**config.mk**
```make
export PLATFORM = sky130hd
export DESIGN_NAME = pixel_fetch_unit
export DESIGN_NICKNAME = d
export VERILOG_FILES = /design/src/rtl/pixel_fetch_unit_pkg.sv /design/src/rtl/pixel_fetch_unit_sync_fifo.sv /design/src/rtl/pixel_fetch_unit.sv
export SDC_FILE = /design/constraint.sdc
export NUM_CORES = 1
export LEC_CHECK = 0
export ABC_AREA = 1
export CAP_MARGIN = 20
export CORE_UTILIZATION = 40
export CTS_CLUSTER_SIZE = 14
export DETAILED_ROUTE_END_ITERATION = 10
export HOLD_SLACK_MARGIN = 0.02
export PLACE_DENSITY = 0.64
export SYNTH_ARGS = -nofsm -noshare
export SYNTH_HDL_FRONTEND = slang
export SYNTH_SLANG_ARGS = --single-unit
```
**constraint.sdc**
```tcl
create_clock -name clk -period 2.4 [get_ports clk]
set_input_delay 0.24 -clock clk [delete_from_list [all_inputs] [get_ports clk]]
set_output_delay 0.24 -clock clk [all_outputs]
set_load 0.05 [all_outputs]
```
**src/rtl/pixel_fetch_unit_pkg.sv**
```systemverilog
// Shared types and helpers for the pipe-2 pixel fetch stage.
// Widths, request/response bundles and character byte selection.
package pixel_fetch_unit_pkg;

  localparam int PF_ADDR_W  = 26;
  localparam int PF_DATA_W  = 16;
  localparam int PF_TAG_W   = 8;
  localparam int PF_MAX_OUT = 4;

  typedef enum logic {
    ST_IDLE,
    ST_ISSUE
  } pf_state_e;

  typedef struct packed {
    logic                 is_sprite;
    logic                 char_odd;
    logic [PF_ADDR_W-1:0] base;
    logic [PF_ADDR_W-1:0] offset;
    logic [PF_TAG_W-1:0]  tag;
  } pix_req_t;

  typedef struct packed {
    logic [PF_DATA_W-1:0] data;
    logic [PF_TAG_W-1:0]  tag;
    logic                 is_sprite;
  } pix_rsp_t;

  // Two characters share a word; the odd index lives in the high byte.
  function automatic logic [PF_DATA_W-1:0] char_byte(
    input logic [PF_DATA_W-1:0] w,
    input logic                 odd
  );
    return {8'h00, odd ? w[15:8] : w[7:0]};
  endfunction

endpackage

```
**src/rtl/pixel_fetch_unit_sync_fifo.sv**
```systemverilog
// Small synchronous FIFO with a one-cycle synchronous clear.
// Depth must be a power of two; pointers carry one wrap bit.
module sync_fifo #(
  parameter int W     = 8,
  parameter int DEPTH = 4
) (
  input  logic         clk_i,
  input  logic         rst_ni,
  input  logic         clr_i,
  input  logic         push_i,
  input  logic         pop_i,
  input  logic [W-1:0] wdata_i,
  output logic [W-1:0] rdata_o,
  output logic         empty_o,
  output logic         full_o
);

  localparam int AW = $clog2(DEPTH);

  logic [W-1:0] mem_q [DEPTH];
  logic [AW:0]  wr_q, rd_q;
  logic         do_push, do_pop;

  assign empty_o = (wr_q == rd_q);
  assign full_o  = (wr_q[AW] != rd_q[AW]) &&
                   (wr_q[AW-1:0] == rd_q[AW-1:0]);
  assign do_push = push_i && !full_o && !clr_i;
  assign do_pop  = pop_i && !empty_o && !clr_i;
  assign rdata_o = mem_q[rd_q[AW-1:0]];

  always_ff @(posedge clk_i or negedge rst_ni) begin
    if (!rst_ni) begin
      wr_q <= '0;
      rd_q <= '0;
    end else if (clr_i) begin
      wr_q <= '0;
      rd_q <= '0;
    end else begin
      if (do_push) wr_q <= wr_q + 1'b1;
      if (do_pop)  rd_q <= rd_q + 1'b1;
    end
  end

  always_ff @(posedge clk_i) begin
    if (do_push) mem_q[wr_q[AW-1:0]] <= wdata_i;
  end

endmodule

```
**src/rtl/pixel_fetch_unit.sv**
```systemverilog
// Pipe-2 pixel fetch: issues VRAM word reads and returns
// pixel / character data in order with credit-based flow control.
module pixel_fetch_unit
  import pixel_fetch_unit_pkg::*;
#(
  parameter int ADDR_W  = PF_ADDR_W,
  parameter int DATA_W  = PF_DATA_W,
  parameter int TAG_W   = PF_TAG_W,
  parameter int MAX_OUT = PF_MAX_OUT
) (
  input  logic              clk,
  input  logic              rst_n,
  input  logic              req_valid,
  output logic              req_ready,
  input  logic              req_is_sprite,
  input  logic              req_char_odd,
  input  logic [ADDR_W-1:0] req_base_addr,
  input  logic [ADDR_W-1:0] req_addr_offset,
  input  logic [TAG_W-1:0]  req_tag,
  input  logic              flush,
  output logic              mem_rd_req,
  output logic [ADDR_W-1:0] mem_addr,
  input  logic              mem_ack,
  input  logic              mem_rvalid,
  input  logic [DATA_W-1:0] mem_rdata,
  output logic              pix_valid,
  input  logic              pix_ready,
  output logic [DATA_W-1:0] pix_data,
  output logic [TAG_W-1:0]  pix_tag,
  output logic              pix_is_sprite,
  output logic              busy
);

  localparam int CW = $clog2(MAX_OUT) + 1;
  localparam int MW = TAG_W + 2;
  localparam logic [CW-1:0] MAXC = CW'(MAX_OUT);

  pf_state_e     state_q, state_d;
  logic          rdy_q;
  logic [CW-1:0] credits_q, credits_d;
  logic [CW-1:0] inflight_q, inflight_d;
  logic [CW-1:0] drop_q, drop_d, drop_sum;

  logic accept, ack_fire, rv_live, pop;
  logic meta_empty, meta_full, rsp_empty, rsp_full;
  logic [MW-1:0]     meta_rd;
  logic [DATA_W-1:0] rsp_rd;

  pix_req_t req;
  pix_rsp_t rsp;

  assign req = '{is_sprite: req_is_sprite,
                 char_odd:  req_char_odd,
                 base:      req_base_addr,
                 offset:    req_addr_offset,
                 tag:       req_tag};

  assign req_ready = rdy_q && !flush && !meta_full;
  assign accept    = req_valid && req_ready;
  assign ack_fire  = (state_q == ST_ISSUE) && mem_ack;
  assign rv_live   = mem_rvalid && (drop_q == '0);
  assign pix_valid = !rsp_empty && !meta_empty;
  assign pop       = pix_valid && pix_ready;
  assign busy      = (state_q != ST_IDLE) ||
                     (credits_q != '0) || (drop_q != '0);

  // Reads still owed by memory after a flush become beats to discard.
  assign drop_sum = drop_q + inflight_q + CW'(ack_fire);

  always_comb begin
    state_d    = state_q;
    credits_d  = credits_q + CW'(accept) - CW'(pop);
    inflight_d = inflight_q + CW'(ack_fire) - CW'(rv_live);
    drop_d     = drop_q;
    if (mem_rvalid && drop_q != '0) drop_d = drop_q - 1'b1;
    if (accept)   state_d = ST_ISSUE;
    if (ack_fire) state_d = ST_IDLE;
    if (flush) begin
      state_d    = ST_IDLE;
      credits_d  = '0;
      inflight_d = '0;
      drop_d     = (mem_rvalid && drop_sum != '0) ?
                   drop_sum - 1'b1 : drop_sum;
    end
  end

  always_ff @(posedge clk or negedge rst_n) begin
    if (!rst_n) begin
      state_q    <= ST_IDLE;
      rdy_q      <= 1'b0;
      credits_q  <= '0;
      inflight_q <= '0;
      drop_q     <= '0;
      mem_rd_req <= 1'b0;
      mem_addr   <= '0;
    end else begin
      state_q    <= state_d;
      credits_q  <= credits_d;
      inflight_q <= inflight_d;
      drop_q     <= drop_d;
      rdy_q      <= (state_d == ST_IDLE) &&
                    (credits_d < MAXC) && (drop_d == '0);
      if (flush) begin
        mem_rd_req <= 1'b0;
      end else if (accept) begin
        mem_rd_req <= 1'b1;
        mem_addr   <= req.base + req.offset;
      end else if (ack_fire) begin
        mem_rd_req <= 1'b0;
      end
    end
  end

  sync_fifo #(.W(MW), .DEPTH(MAX_OUT)) u_meta (
    .clk_i   (clk),
    .rst_ni  (rst_n),
    .clr_i   (flush),
    .push_i  (accept),
    .pop_i   (pop),
    .wdata_i ({req.tag, req.is_sprite, req.char_odd}),
    .rdata_o (meta_rd),
    .empty_o (meta_empty),
    .full_o  (meta_full)
  );

  sync_fifo #(.W(DATA_W), .DEPTH(MAX_OUT)) u_rsp (
    .clk_i   (clk),
    .rst_ni  (rst_n),
    .clr_i   (flush),
    .push_i  (rv_live && !rsp_full),
    .pop_i   (pop),
    .wdata_i (mem_rdata),
    .rdata_o (rsp_rd),
    .empty_o (rsp_empty),
    .full_o  (rsp_full)
  );

  always_comb begin
    rsp = '0;
    if (pix_valid) begin
      rsp.tag       = meta_rd[MW-1:2];
      rsp.is_sprite = meta_rd[1];
      rsp.data      = meta_rd[1] ? rsp_rd
                                 : char_byte(rsp_rd, meta_rd[0]);
    end
  end

  assign pix_data      = rsp.data;
  assign pix_tag       = rsp.tag;
  assign pix_is_sprite = rsp.is_sprite;

endmodule

```
==> results.yml <==
yosys:
  syn_nets: 1116
  ys_warn_count: 0
  synth_seq_cells: 154
  avgSynthCellArea_sq_um: 8.59
  synth_area_sq_mm: 0.00844
  synth_sequential_area_ratio: 0.518
  syn_inst: 983
  ys_types: 38
outcome:
  outcome: "finished, final reports clean"
route:
  post-route-drc-count: 0
  via_per_inst: 4.81
  dr.first_iter.drc_count: 341
  vias: 6900
  wl_per_cell_microns: 14.0
  totalWireLength_mm: 20.1
  ant_nets: 0
  drt_pass1_iterations: 4
layout:
  areaGrowthSynthToFinish_pct: 34.3
  layout_common_cells: "nand2_1, nor2_1, inv_1"
  multi_input_area_sq_mm: 0.00347
  final-seq-area_sq_mm: 0.00438
  final_common_cell: "nand2_1"
  drive_gt1_frac: 0.114
  diodes: 0
  nets: 1284
  n_fill_cell: 1813
floorplanning:
  coreArea_sq_mm: 0.0204
  die_area_sq_mm: 0.0217
  initial_utilization: 0.413
  ios: 140
  die_h_microns: 147
  std_cell_rows: 52
  fp.dieW_microns: 147
clocking:
  cts-root-buf: "clkbuf_16"
  cts_max_level: 4
  cts_sinks: 154
  clkTransAtPathRegs_ns: 0.07
  cts_buffers: 17
  cts_max_path_buffers: 2
  clk_latency_ns: 0.42
  tritoncts: "done"
setup_path:
  worstSetupPathType: "flop to flop"
  crit_path_start_kind: "flop"
  worstPathCellList: "inv_1 > fa_2 > fa_2 > ha_2 > ha_2 > or2_4 > o211ai_1 > nand2_1 > nor2_1 > nand2_1 > nor2_1"
  critPathBufInv: 1
  cp_top_family: "adder cells"
  worst_setup_path_end_kind: "flop"
  critPathMaxFanout: 5
  max_stage_delay_ns: 0.43
  cp.arrival_ns: 2.72
  required_ns: 2.75
  slowest_stage: "fa_2"
flow_run:
  maxCapViolCount: 0
timing:
  rsz0062_at_grt: "yes"
  max-slew-margin-rel: 0.546
  setup_viol: 0
  tightest_slew_ns: 0.681
  hold_viol: 0
  min_period_over_period: 0.986
  fin_crit_ns: 2.37
  max_freq_ghz: 0.423
  setup_tns_ns: 0
  skew_ns: 0.0119
  hold_ws_ns: 0.448
  slew_viol_final: 0
global_routing:
  grt_start_max_net_pins: 51
  grt_pass1_vias: 6806
  antenna_found_initial: 0
  track_usage: 0.195
  grt_overflow: 0
  grt_pass1_wl_mm: 33.1
power:
  peakVddDrop_mv: 0.531
  cellPowerDensity_mw_per_mm2: 788
  p_leak_uw: 0.00505
hold_path:
  hp-class: "primary input to flop"
placement:
  dp_hpwl_mm: 14.7
  place_congestion: 0.887
  port_buffers: 139
-- through the flow --
step	worst slack (ns)	utilization	instance area, sq um	instances	total power (uW)
3_5_place_dp	-0.512	0.519	10600	1399	6290
2_1_floorplan	-0.0845	-	8450	983	5230
6_report	0.0331	0.555	11300	1434	8940
4_1_cts	-0.0659	0.552	11300	1432	9010
5_1_grt	-0.0646	0.555	11300	1434	9400
3_3_place_gp	-0.475	0.519	10600	1399	6230
-- kinds of logic (layout without fill, tap and decap cells) --
family | count (synthesis) | count (layout) | share of synthesized area
adder cells (fa/ha/maj) | 48 | 48 | 0.0756
XOR/XNOR | 21 | 21 | 0.0218
AND/OR/NAND/NOR | 454 | 454 | 0.217
flip-flops | 154 | 154 | 0.518
AO/OA/AOI/OAI | 140 | 140 | 0.0878
buffers and inverters | 166 | 347 | 0.0792
-- final timing paths --
check                         startpoint           endpoint  slack, ns  cells past startpoint
hold reg to reg            u_rsp.wr_q[2]      u_rsp.wr_q[2]       0.48                      1
setup reg to reg           inflight_q[0]              rdy_q       0.03                     11
setup / recovery           inflight_q[0]              rdy_q       0.03                     11
hold / removal              mem_rdata[5]  u_rsp.mem_q[1][5]       0.45                      1
max in group asynchronous          rst_n     u_meta.rd_q[0]       1.42                      3
min in group asynchronous          rst_n       mem_addr[17]       0.48                      3
-- power by group --
part,switching (uW),internal [uW]
registers,178,3150
logic,1830,1110
clock network,1180,1490
total,3180,5750
-- cells in the mapped netlist (all sizes together) --
| library cell | number | area share |
|---|---|---|
| o211ai | 2 | 0.0018 |
| clkbuf | 7 | 0.0031 |
| a32oi | 2 | 0.0021 |
| xor2 | 9 | 0.0093 |
| a21oi | 37 | 0.022 |
| nor3b | 1 | 0.0015 |
| xnor2 | 12 | 0.012 |
| o21ai | 81 | 0.048 |
| buf | 19 | 0.013 |
| ha | 43 | 0.064 |
| and2 | 1 | 0.00074 |
| or2 | 2 | 0.0015 |
| nand4 | 6 | 0.0044 |
| nor3 | 4 | 0.0024 |
| o21bai | 1 | 0.00089 |
| nand3 | 49 | 0.030 |
| nand3b | 2 | 0.0018 |
| edfxtp | 104 | 0.37 |
| a21o | 2 | 0.0018 |
| nand2 | 251 | 0.11 |
| a211oi | 1 | 0.00089 |
| o22ai | 12 | 0.0089 |
| clkinv | 2 | 0.00089 |
| fa | 5 | 0.012 |
| dfrtp | 50 | 0.15 |
| inv | 138 | 0.062 |
| nor2 | 138 | 0.063 |
| a31oi | 2 | 0.0015 |
-- timing repair --
item                       CTS  global route
pin swaps                    3             5
resized for setup           16            16
setup endpoints to repair   11            27
hold endpoints to repair    50             0
buffers inserted             0             2
hold buffers                 1             0
-- metal layers --
| metal | part of all wire | global-route usage | up-vias |
|---|---|---|---|
| met5 | 0 | 0 | - |
| met4 | 0.023 | 0.0758 | 0 |
| met3 | 0.041 | 0.0329 | 33 |
| met2 | 0.49 | 0.342 | 192 |
| met1 | 0.44 | 0.238 | 3140 |
| li1 | - | - | 3535 |
-- flip-flops by register name, indices dropped and copies added, names as in the netlist --
register,flops
state_q,1
u_meta.wr_q,3
credits_q,3
u_rsp.wr_q,3
inflight_q,3
u_rsp.rd_q,3
drop_q,3
u_meta.mem_q,40
u_meta.rd_q,3
rdy_q,1
mem_rd_req,1
u_rsp.mem_q,64
mem_addr,26
-- worst reg2reg max path: stages (launching register included) --
cell,delay (ns)
dfrtp_1,0.34
inv_1,0.06
fa_2,0.38
fa_2,0.43
ha_2,0.19
ha_2,0.16
or2_4,0.25
o211ai_1,0.17
nand2_1,0.09
nor2_1,0.10
nand2_1,0.06
nor2_1,0.08
-- area by class of cell --
| cell class | instances | share of cell area |
|---|---|---|
| clock buffers | 17 | 0.0375 |
| clock inverters | 15 | 0.0152 |
| inverters | 140 | 0.0478 |
| multi-input cells | 663 | 0.306 |
| flip-flops and latches | 154 | 0.386 |
| well taps | 270 | 0.0298 |
| repair buffers | 175 | 0.177 |
Power figures use the tool's default switching activity.
